### config.mk
export PLATFORM = sky130hd
export DESIGN_NAME = galois_lfsr_gen
export DESIGN_NICKNAME = d
export VERILOG_FILES = /design/src/rtl/galois_lfsr_gen.sv
export SDC_FILE = /design/constraint.sdc
export NUM_CORES = 1
export LEC_CHECK = 0
export CAP_MARGIN = 0
export CORE_MARGIN = 8
export CORE_UTILIZATION = 52
export DETAILED_ROUTE_END_ITERATION = 10
export HOLD_SLACK_MARGIN = 0.03
export PLACE_DENSITY = 0.85
export SLEW_MARGIN = 20
export SYNTH_ARGS = -nofsm -noshare
export SYNTH_HDL_FRONTEND = slang
export SYNTH_SLANG_ARGS = --single-unit
### constraint.sdc
create_clock -name clk -period 3.4 [get_ports clk]
set_clock_uncertainty 0.05 [all_clocks]
set_input_delay 0.68 -clock clk [delete_from_list [all_inputs] [get_ports clk]]
set_output_delay 0.68 -clock clk [all_outputs]
set_load 0.005 [all_outputs]
### src/rtl/galois_lfsr_gen.sv
// Parametrised Galois LFSR with free-run stepping, seed load and counted bursts.
// Ports: clk, rst_n (async active-low), en, load, seed_in, start, step_cnt in;
// lfsr_out, bit_out, busy, done, lock_err out. Macro: LFSR_ZERO_GUARD_EN.
module galois_lfsr_gen #(
    parameter int                 WIDTH = 16,
    parameter logic [WIDTH-1:0]   POLY  = 16'hB400,
    parameter logic [WIDTH-1:0]   SEED  = 16'hACE1,
    parameter int                 CNT_W = 16
) (
    input  logic             clk,
    input  logic             rst_n,
    input  logic             en,
    input  logic             load,
    input  logic [WIDTH-1:0] seed_in,
    input  logic             start,
    input  logic [CNT_W-1:0] step_cnt,
    output logic [WIDTH-1:0] lfsr_out,
    output logic             bit_out,
    output logic             busy,
    output logic             done,
    output logic             lock_err
);

    typedef enum logic [1:0] {
        S_IDLE = 2'd0,
        S_RUN  = 2'd1,
        S_DONE = 2'd2
    } fsm_e;

    fsm_e             fsm_q, fsm_d;
    logic [WIDTH-1:0] state_q, state_d;
    logic [CNT_W-1:0] cnt_q, cnt_d;
    logic             do_step;

    localparam logic [CNT_W-1:0] CNT_ONE = {{(CNT_W-1){1'b0}}, 1'b1};

    function automatic logic [WIDTH-1:0] galois_step(input logic [WIDTH-1:0] s);
        return (s >> 1) ^ (s[0] ? POLY : '0);
    endfunction

`ifdef LFSR_ZERO_GUARD_EN
    logic lock_q, lock_d;
`endif

    always_comb begin
        fsm_d   = fsm_q;
        state_d = state_q;
        cnt_d   = cnt_q;
        do_step = 1'b0;
`ifdef LFSR_ZERO_GUARD_EN
        lock_d  = lock_q;
`endif
        if (load) begin
            // load aborts any burst silently
            state_d = seed_in;
            fsm_d   = S_IDLE;
            cnt_d   = '0;
        end else begin
            unique case (fsm_q)
                S_IDLE: begin
                    if (start) begin
                        cnt_d = step_cnt;
                        fsm_d = (step_cnt == '0) ? S_DONE : S_RUN;
                    end else if (en) begin
                        do_step = 1'b1;
                    end
                end
                S_RUN: begin
                    do_step = 1'b1;
                    cnt_d   = cnt_q - CNT_ONE;
                    if (cnt_q == CNT_ONE) begin
                        fsm_d = S_DONE;
                    end
                end
                S_DONE: begin
                    fsm_d = S_IDLE;
                end
                default: begin
                    fsm_d = S_IDLE;
                end
            endcase
            if (do_step) begin
                state_d = galois_step(state_q);
            end
`ifdef LFSR_ZERO_GUARD_EN
            // escape the all-zero lockup; in RUN this replaces the step
            if (state_q == '0) begin
                state_d = SEED;
                lock_d  = 1'b1;
            end
`endif
        end
    end

    always_ff @(posedge clk or negedge rst_n) begin
        if (!rst_n) begin
            fsm_q   <= S_IDLE;
            state_q <= SEED;
            cnt_q   <= '0;
        end else begin
            fsm_q   <= fsm_d;
            state_q <= state_d;
            cnt_q   <= cnt_d;
        end
    end

`ifdef LFSR_ZERO_GUARD_EN
    always_ff @(posedge clk or negedge rst_n) begin
        if (!rst_n) begin
            lock_q <= 1'b0;
        end else begin
            lock_q <= lock_d;
        end
    end
    assign lock_err = lock_q;
`else
    assign lock_err = 1'b0;
`endif

    assign lfsr_out = state_q;
    assign bit_out  = state_q[0];
    assign busy     = (fsm_q == S_RUN);
    assign done     = (fsm_q == S_DONE);

endmodule
# Word-level counts from Yosys, hierarchy flattened
# Index checks and enable logic that the tools add are counted.
[classes]
eq_ne = 5
reduce_logical = 6
n_bitwise = 1
muxes = 15
n_addsub = 1
[ops]
columns = ["cell", "n"]
rows = [
  ["16-bit 2-to-1 mux", 5],
  ["16-bit one-hot mux with 2 select lines", 1],
  ["16-bit by 1-bit == test with 1-bit output (second input constant)", 1],
  ["16-bit logical NOT", 1],
  ["16-bit by 1-bit subtractor with 16-bit output (second input constant)", 1],
  ["15-bit by 16-bit bitwise XOR with 16-bit output", 1],
  ["2-bit 2-to-1 mux", 4],
  ["2-bit one-hot mux with 2 select lines", 1],
  ["2-bit AND reduction", 2],
  ["1-bit 2-to-1 mux", 3],
  ["3-bit by 2-bit inequality test with 1-bit output (second input constant)", 1],
  ["3-bit inequality test (second input constant)", 1],
  ["3-bit nonzero test", 1],
  ["2-bit by 1-bit == test with 1-bit output (second input constant)", 1],
  ["2-bit == test (second input constant)", 1],
  ["2-bit logical NOT", 1],
  ["1-bit one-hot mux with 2 select lines", 1],
  ["2-bit nonzero test", 1],
]
[totals]
ff_bits = 34
in_bits = 37
wordCells = 31

# Depth between registers and ports, before layout
# Gate-level depths: netlist of run 1.
[depth]
depth_word = 6
depth_mapped = 6
mapped_depth_nobuf = 6

# Least setup slack after synthesis of run 1
# Ideal clock, no wire load.
[synth_path]
kind = "input -> register"
from = "input load"
to = "register state_q[1] (netlist: lfsr_out[1])"
path_buffers = 2
arrival_time_ns = 1.853
slack_ns = 1.373
path_stages = 4
setup_ns = 0.125
path_cell_list = "clkbuf_1 > clkbuf_1 > mux2_2 > mux2_2"
[synth_between]
elab_chain_cells = 1
word_cells_on_any_way = 2
classes_between = "mux (1); reduce/logical (1)"
[synth_rtl]
columns = ["item", "line", "text"]
rows = [
  ["start: declaration", "13", "input logic load,"],
  ["16-bit 2-to-1 mux / 2-bit nonzero test (equally long branches)", "--", ""],
  ["end signal: assignment", "102", "state_q <= state_d;"],
  ["end: declaration", "31", "logic [WIDTH-1:0] state_q, state_d;"],
]
# Several ways; a longest one is shown, not always the timed one.
# A chain may end at the register's enable or synchronous reset.

# Worst setup path in the final report of run 1
[layout_path]
from = "register fsm_q[0]"
to = "output busy"
[layout_between]
elab_chain_cells = 1
[layout_rtl]
columns = ["item", "line", "text"]
rows = [
  ["start: declaration", "30", "fsm_e fsm_q, fsm_d;"],
  ["start signal: assignment", "101", "fsm_q <= fsm_d;"],
  ["2-bit by 1-bit == test with 1-bit output", "122", "assign busy = (fsm_q == S_RUN);"],
  ["end: declaration", "19", "output logic busy,"],
]
# Every way passes these cells.

==> results by group, run 1 <==
Synthesis
  • Syn_area_per_cell: 10.1 um2
  • Asr flop ratio synth: 100%
  • Yosys top cell area share: 30.7%
  • Largest family of logic cells by synthesized area: compound AO/OA/AOI/OAI gates
  • FF+latch count, synth: 34
  • Adder-cell share of the synthesized area: 1.18%
  • Synth Warn #: 0
  • Top-count cell post-synth: mux2_2
  • Mapped Area: 2120 um2
  • Mux share of post-synthesis cell area: 15.9%
  • Synth Area in Simple Gates: 17.3%
  • Synth Area in XOR/XNOR: 1.24%
  • Syn nets: 249
  • Register area share after synthesis: 40.6%
  • Top post-synthesis cells by area: dfrtp_1 31%, mux2_2 15%, dfstp_2 9.9%
  • Yosys cell types: 52
  • Post-synth top cells: 29 x mux2_2, 26 x dfrtp_1, 22 x o21ai_0, 16 x a21oi_1, 16 x nor2_1
  • Post-synth EDFFs: 0
  • Post-Syn Instances: 210
  • Yosys top cell by area: dfrtp_1
  • Synth Area in Compound Gates: 19.9%
  • Top FF cell, synth: dfrtp_1

Layout
  • Share of cells above drive strength 1: 22.6%
  • Synth-to-Final Area Change: 31.6%
  • Antenna cell count: 0
  • Final std cells w/o fill: 315
  • Fill cells: 318
  • Nets@finish: 303

Min path
  • Worst hold path depth: 1
  • HP Class: reg -> reg

Critical path
  • CP Launch Point: fsm_q[0]
  • Reg-to-Reg Start: cnt_q[1]
  • Nature of the critical path startpoint: register
  • Critical path class: reg -> out
  • Cells on worst reg2reg path: 6
  • Slowest CP cell: clkdlybuf4s50_1
  • WP data required: 2670 ps
  • Worst setup EP type: primary output
  • Max Fanout on Critical Path: 23
  • Worst Path Arrival: 2040 ps
  • CP endpoint: busy
  • Crit path buf inv count: 3
  • Family with the most delay on the worst path: buffers and inverters
  • Critical-path cell list: nand2b_1 > buf_4 > clkinv_1 > clkdlybuf4s50_1
  • Crit-path max cell delay: 540 ps
  • R2R Setup Slk: 1270 ps
  • Critical R2R Capture: cnt_q[14]
  • Crit path depth: 4

Detailed routing
  • Via count: 1894
  • Drt via density: 6.01
  • Routed Antenna Nets: 0
  • Total wire length: 5830 um
  • DR WL/cell: 18.5 um
  • Drt first pass iters: 4
  • 1st-iter DRT viols: 166
  • DRC: 0

STA
  • Max-slew violation count: 0
  • Final setup fails: 0
  • Period utilization: 81.4%
  • RSZ-0062 raised after global routing: false
  • Final hold vios: 0
  • Slew headroom: 56.7%
  • Achievable frequency: 0.361 GHz
  • Clock period minus worst slack: 2770 ps
  • Sum Neg Setup Slack: 0 ps
  • Slew @ Worst Pin: 648 ps

Placed design
  • DP HPWL: 4270 um
  • Input/output buffers: 55
  • Routability cong.: 0.945
  • DP Cell Count: 307

Clock tree
  • Hold_buf cts: 0
  • Total CTS buffers: 5
  • Post-cts gate resize count: 0
  • Clock buffer depth: 2
  • Clk sink count: 34
  • Clk pin slew, worst setup/hold paths: 70 ps
  • CTS tree: done
  • H-tree Lvls: 2
  • Root buffer cell: clkbuf_8
  • # Post-CTS Setup Buffers: 0
  • Worst-Skew Late Latency: 280 ps

Die
  • Core Region: 3970 um2
  • I/O Pins: 57
  • DIE HEIGHT: 79.9 um
  • Initial core utilization: 53.4%
  • Die width: 79.9 um
  • Row count: 23
  • Die footprint: 6380 um2

Run
  • Max cap viols: 0

GRT
  • GR Util met1: 23.0%
  • M2 GR Usage: 31.6%
  • Number of global-route vias before repair: 1868
  • Total track usage: 18.8%
  • First-pass GRT wire length: 9470 um
  • GRT overflow: 0
  • Initial antenna violation count: 0
  • Met3 usage: 3.15%
  • Top Usage Layer GRT: met2
  • Pin count of the biggest net entering global routing: 35

Pwr
  • Pwr Density: 782 nW/um2
  • Worst vdd ir: 452 uV
  • Leak: 1.12 nW

Outcome
  • Status: completed
worst min path at each step:
stage	from	endpoint
after detailed placement	lfsr_out[4]	lfsr_out[4]
after floorplan	rst_n	cnt_q[0]
after global placement	cnt_q[14]	cnt_q[14]
after global routing	lfsr_out[12]	lfsr_out[12]
final	lfsr_out[4]	lfsr_out[4]
after CTS	lfsr_out[4]	lfsr_out[4]
worst register-to-register path, stage by stage (launching register included):
cell     delay, ps
dfrtp_1        450
inv_1          120
ha_1           240
nor4b_4        370
nand4_2        200
o311a_1        320
a221o_1        260
sequential cells by signal, indices dropped and copies added, names as in the netlist:
name      cells
cnt_q        16
lfsr_out     16
fsm_q         2
kinds of logic after synthesis:
group | Yosys count
AOI/OAI and AO/OA | 65
buffers and inverters | 18
DFF | 34
other | 1
xor gates and xnor gates | 3
and+or+nand+nor | 57
adders and majority gates | 2
muxes | 30
cell type report:
cell class                 instances  area (um2)  share of cell area (%)
tap                               50        62.6                    2.24
timing repair buffer              59         581                    20.8
clock inverter                     2        10.0                   0.359
clock buffer                       6        72.6                    2.60
multi-input combinational        158        1180                    42.3
sequential                        34         861                    30.9
inverter                           6        22.5                   0.807
layout by cell type, fill, tap and decap left out, drive strengths merged, types with 2 or more instances in the layout:
cell type	n
a211oi	2
a21oi	16
a221o	4
a22o	2
buf	4
clkbuf	6
clkdlybuf4s50	55
clkinv	3
dfrtp	26
dfstp	8
ha	2
inv	5
mux2	29
nand2	10
nand2b	3
nand4	2
nor2	17
nor3	6
nor4	5
o21ai	23
o311a	3
o31ai	4
or3	4
xnor2	3
power by group:
group | internal, mW | switching (mW) | total [mW] | leakage [nW]
combinational | 0.582 | 0.491 | 1.07 | 0.660
clock | 0.142 | 0.142 | 0.284 | 0.0450
sequential | 0.600 | 0.226 | 0.826 | 0.415
total | 1.32 | 0.858 | 2.18 | 1.12
metrics by stage:
step / total power [mW] / setup slack, ps / cell area [um2] / util (%) / hold slack, ps
after global placement: 1.86 / 794 / 2710 / 68.2 / 467
after CTS: 2.19 / 626 / 2790 / 70.3 / 488
after global routing: 2.34 / 489 / 2790 / 70.3 / 512
after detailed placement: 1.89 / 750 / 2710 / 68.2 / 472
after floorplan: 1.46 / 1370 / 2120 / - / 334
final: 2.18 / 632 / 2790 / 70.3 / 486
per-layer routing:
metal	up-vias	routed length (um)
li1	900	-
met1	924	2380
met2	62	3100
met3	8	255
met4	0	91
met5	-	0
Power figures use the tool's default switching activity.
==> inputs of run 2 (changes only) <==
- CORE_UTILIZATION: 52 -> 48
- PLACE_DENSITY: 0.85 -> 0.79
- clock period: 3.4 -> 2.8 ns (I/O delays scaled with it)
==> run 2 against run 1 <==
Cell count increased by 0.63%. Clock power increased by 35%. Sequential cell count unchanged. Critical path type unchanged. Sequential power increased by 20%.
==> results by group, run 2 (synthesized netlist as in run 1, its figures left out) <==
Outcome
  • Status: completed

Die
  • DIE HEIGHT: 82.5 um
  • Row count: 24
  • Die width: 82.5 um
  • Die footprint: 6800 um2
  • Initial core utilization: 49.4%
  • I/O Pins: 57
  • Core Region: 4290 um2

Layout
  • Synth-to-Final Area Change: 32.7%
  • Nets@finish: 303
  • Commonest non-fill, non-tap cell in the layout: clkdlybuf4s50_1
  • Share of cells above drive strength 1: 22.6%
  • Antenna cell count: 0
  • Final std cells w/o fill: 317
  • Fill cells: 358
  • Most frequent cells in the layout: 55 x clkdlybuf4s50_1, 29 x mux2_2, 26 x dfrtp_1

Pwr
  • Internal cell power: 1.64 mW
  • NetSw: 1.04 mW
  • Leak: 1.13 nW
  • Pwr Density: 952 nW/um2
  • Logic pwr share: 48.7%
  • Sw frac: 38.8%
  • Flop pwr share: 37.1%
  • Clk network pwr share: 14.3%
  • Power Total: 2.68 mW
  • Worst vdd ir: 487 uV

Detailed routing
  • Total wire length: 5530 um
  • Drt via density: 6.06
  • DR WL/cell: 17.4 um
  • DRC: 0
  • Via count: 1921
  • Routed Antenna Nets: 0
  • 1st-iter DRT viols: 102
  • Drt first pass iters: 4

Clock tree
  • Clk sink count: 34
  • CTS tree: done
  • # Post-CTS Setup Buffers: 0
  • Worst-Skew Late Latency: 290 ps
  • Hold_buf cts: 0
  • H-tree Lvls: 2
  • Root buffer cell: clkbuf_8
  • Post-cts gate resize count: 0
  • Clock buffer depth: 2
  • Total CTS buffers: 5
  • Clk pin slew, worst setup/hold paths: 70 ps

STA
  • Achievable frequency: 0.412 GHz
  • RSZ-0062 raised after global routing: false
  • Clock period minus worst slack: 2430 ps
  • Period utilization: 86.6%
  • Hold slack: 482 ps
  • Slew @ Worst Pin: 663 ps
  • Final setup fails: 0
  • Final hold vios: 0
  • Max-slew violation count: 0
  • Sum Neg Setup Slack: 0 ps
  • Slew headroom: 55.5%

GRT
  • GRT overflow: 0
  • Pin count of the biggest net entering global routing: 35
  • First-pass GRT wire length: 9040 um
  • Total track usage: 16.9%
  • Number of global-route vias before repair: 1878
  • Initial antenna violation count: 0

Critical path
  • WP data required: 2190 ps
  • Worst Path Arrival: 1820 ps
  • Worst setup EP type: primary output
  • Nature of the critical path startpoint: register
  • Max Fanout on Critical Path: 13
  • Critical path class: reg -> out

Run
  • Max cap viols: 0

Placed design
  • DP HPWL: 4080 um
  • Input/output buffers: 55
  • DP Cell Count: 309
  • Routability cong.: 0.852

Min path
  • HP Class: reg -> reg
==> run 2: cell types whose count changed in the layout (fill, tap and decap cells not counted) <==
cell	change
buf_12	+1
buf_4	-1
clkbuf_8	+1
clkinv_2	-1
==> run 2: per-stage QoR <==
| step | util, % | area [um2] | worst slack, ps |
|---|---|---|---|
| 2_1_floorplan | - | 2120 | 893 |
| 3_3_place_gp | 63.4 | 2720 | 401 |
| 3_5_place_dp | 63.4 | 2720 | 344 |
| 4_1_cts | 65.5 | 2810 | 409 |
| 5_1_grt | 65.5 | 2810 | 315 |
| 6_report | 65.5 | 2810 | 375 |
==> run 2: cell type report <==
class,instances,area [um2],share of cell area (%)
multi-input cells,158,1180,42.0
flip-flops and latches,34,861,30.6
repair buffers,59,593,21.1
clock buffers,7,86.3,3.07
well taps,52,65.1,2.31
inverters,6,22.5,0.800
clock inverters,1,5.00,0.178
==> run 2: worst paths after layout <==
check	from	endpoint	slack (ps)	cells after the start
hold reg to reg	lfsr_out[2]	lfsr_out[2]	480	1
min in group asynchronous	rst_n	lfsr_out[4]	640	2
max in group asynchronous	rst_n	lfsr_out[15]	1710	2
setup / recovery	fsm_q[0]	busy	370	3
setup reg to reg	cnt_q[0]	cnt_q[14]	720	6
hold / removal	lfsr_out[2]	lfsr_out[2]	480	1
==> run 2: worst max-delay path: stages (launching register included) <==
cell,delay (ps)
dfrtp_1,510
nand2b_1,160
clkinv_1,290
clkdlybuf4s50_1,550
==> run 2: routing by layer <==
layer	vias up	wire, um	global-route usage [%]
met5	-	0	0
met4	0	100	5.44
met3	14	454	3.57
met2	84	2470	26.9
met1	928	2510	22.5
li1	895	-	-
==> run 2: power groups by stage <==
stage	logic, mW	registers, mW	clock network, mW
after floorplan	0.825	0.945	0
after global placement	1.27	0.995	0
after detailed placement	1.30	0.995	0
after CTS	1.31	0.988	0.393
after global routing	1.43	1.04	0.413
final	1.30	0.993	0.383
==> inputs of run 3 (changes only) <==
- CORE_UTILIZATION: 48 -> 50
- CTS_BUF_LIST: not set -> sky130_fd_sc_hd__clkbuf_2
- GPL_TIMING_DRIVEN: not set -> 0
- HOLD_SLACK_MARGIN: 0.03 -> 0.15
- PLACE_DENSITY: 0.79 -> 0.82
==> run 3 against run 2 <==
Fmax decreased by 6.2%. Combinational power about the same. Clock power decreased by 15%. Die area decreased by 3.2%. First-iteration DRC count increased by 23%. Hold slack improved by 1.3 ps. Sequential cell count unchanged.
==> results by group, run 3 (synthesized netlist as in run 1, its figures left out) <==
Min path
  • HP Class: in -> async

Die
  • Die width: 81.1 um
  • Core Region: 4030 um2
  • DIE HEIGHT: 81.1 um
  • Initial core utilization: 52.6%
  • Row count: 23
  • Die footprint: 6580 um2
  • I/O Pins: 57

Clock tree
  • Clk sink count: 34
  • Total CTS buffers: 5
  • Clock buffer depth: 2
  • Post-cts gate resize count: 0
  • H-tree Lvls: 2
  • Root buffer cell: clkbuf_2
  • # Post-CTS Setup Buffers: 0
  • CTS tree: done
  • Worst-Skew Late Latency: 410 ps
  • Clk pin slew, worst setup/hold paths: 190 ps

Placed design
  • Input/output buffers: 53
  • DP HPWL: 4380 um
  • Routability cong.: 0.893
  • Post-place setup slack: 466 ps

GRT
  • Number of global-route vias before repair: 1917
  • Total track usage: 18.0%
  • GRT overflow: 0
  • Pin count of the biggest net entering global routing: 27
  • First-pass GRT wire length: 9230 um
  • Initial antenna violation count: 0

STA
  • RSZ-0062 raised after global routing: false
  • Slew headroom: 60.6%
  • Sum Neg Setup Slack: 0 ps
  • Period utilization: 92.3%
  • Final hold vios: 0
  • Max-slew violation count: 0
  • Achievable frequency: 0.387 GHz
  • Clock period minus worst slack: 2580 ps
  • Final WS setup: 215 ps
  • Slew @ Worst Pin: 587 ps
  • Final setup fails: 0

Detailed routing
  • Drt via density: 5.92
  • Via count: 1913
  • Drt first pass iters: 4
  • Routed Antenna Nets: 0
  • DRC: 0
  • 1st-iter DRT viols: 125
  • DR WL/cell: 17.9 um
  • Total wire length: 5780 um

Run
  • Max cap viols: 0

Pwr
  • Pwr Density: 940 nW/um2
  • Worst vdd ir: 446 uV
  • Leak: 1.13 nW

Critical path
  • Max Fanout on Critical Path: 9
  • Worst Path Arrival: 1970 ps
  • Critical path class: reg -> out
  • WP data required: 2190 ps
  • Worst setup EP type: primary output
  • Nature of the critical path startpoint: register

Layout
  • Share of cells above drive strength 1: 23.1%
  • Commonest non-fill, non-tap cell in the layout: clkdlybuf4s50_1
  • Most frequent cells in the layout: 52 x clkdlybuf4s50_1, 29 x mux2_2, 26 x dfrtp_1
  • Nets@finish: 311
  • Antenna cell count: 0
  • Synth-to-Final Area Change: 32.2%

Outcome
  • Status: completed
==> run 3: cell count changes in the layout (fill, tap and decap cells not counted), moves of 3 or more <==
| cell | delta |
|---|---|
| clkbuf_2 | +6 |
| clkdlybuf4s50_1 | -3 |
| clkbuf_8 | -6 |
| clkbuf_1 | +6 |
| buf_2 | +4 |
==> run 3: cell type report <==
| type | count | area, um2 |
|---|---|---|
| plain buffers | 12 | 56.3 |
| clock buffers | 6 | 30.0 |
| clock inverters | 2 | 33.8 |
| fillers | 314 | 1230 |
| inverters | 6 | 22.5 |
| multi-input cells | 158 | 1180 |
| flip-flops and latches | 34 | 861 |
| well taps | 50 | 62.6 |
| repair buffers | 55 | 556 |
==> run 3: final timing paths <==
check	startpoint	endpoint	slack, ps	cells past startpoint
setup / recovery	fsm_q[1]	busy	220	3
hold reg to reg	lfsr_out[8]	lfsr_out[8]	510	1
hold / removal	rst_n	cnt_q[8]	480	2
min in group clk	lfsr_out[8]	lfsr_out[8]	510	1
setup reg to reg	cnt_q[1]	cnt_q[14]	670	6
max in group asynchronous	rst_n	lfsr_out[13]	1720	3
==> run 3: report_power, final <==
part           switching (mW)  internal [mW]  leakage [nW]
sequential              0.258          0.726         0.415
combinational           0.612          0.714         0.678
clock                   0.173          0.152        0.0406
==> run 3: routing by layer <==
metal | share of wire [%] | GRT usage, % | vias up
met5 | 0 | 0 | -
met4 | 2.0 | 7.68 | 0
met3 | 6.4 | 5.08 | 10
met2 | 51 | 28.7 | 75
met1 | 41 | 22.3 | 919
li1 | - | - | 909
==> run 3: what timing repair did <==
action                     in CTS  in global routing
hold buffers                    1                  0
setup endpoints to repair       0                  0
hold endpoints to repair        8                  0
==> run 3: through the flow <==
step           total power, mW  instances  hold WS (ps)  utilization [%]  area (um2)
2_1_floorplan             1.77        210           214                -        2120
3_5_place_dp              2.31        314           400             67.7        2730
3_3_place_gp              2.27        313           462             67.4        2710
5_1_grt                   2.83        323           477             69.6        2800
6_report                  2.63        323           483             69.6        2800
4_1_cts                   2.63        323           482             69.6        2800
==> run 3: worst max-delay path: stages, from the launching register on <==
cell	delay (ps)
dfrtp_1	500
nand2b_1	220
clkinv_1	300
clkdlybuf4s50_1	540
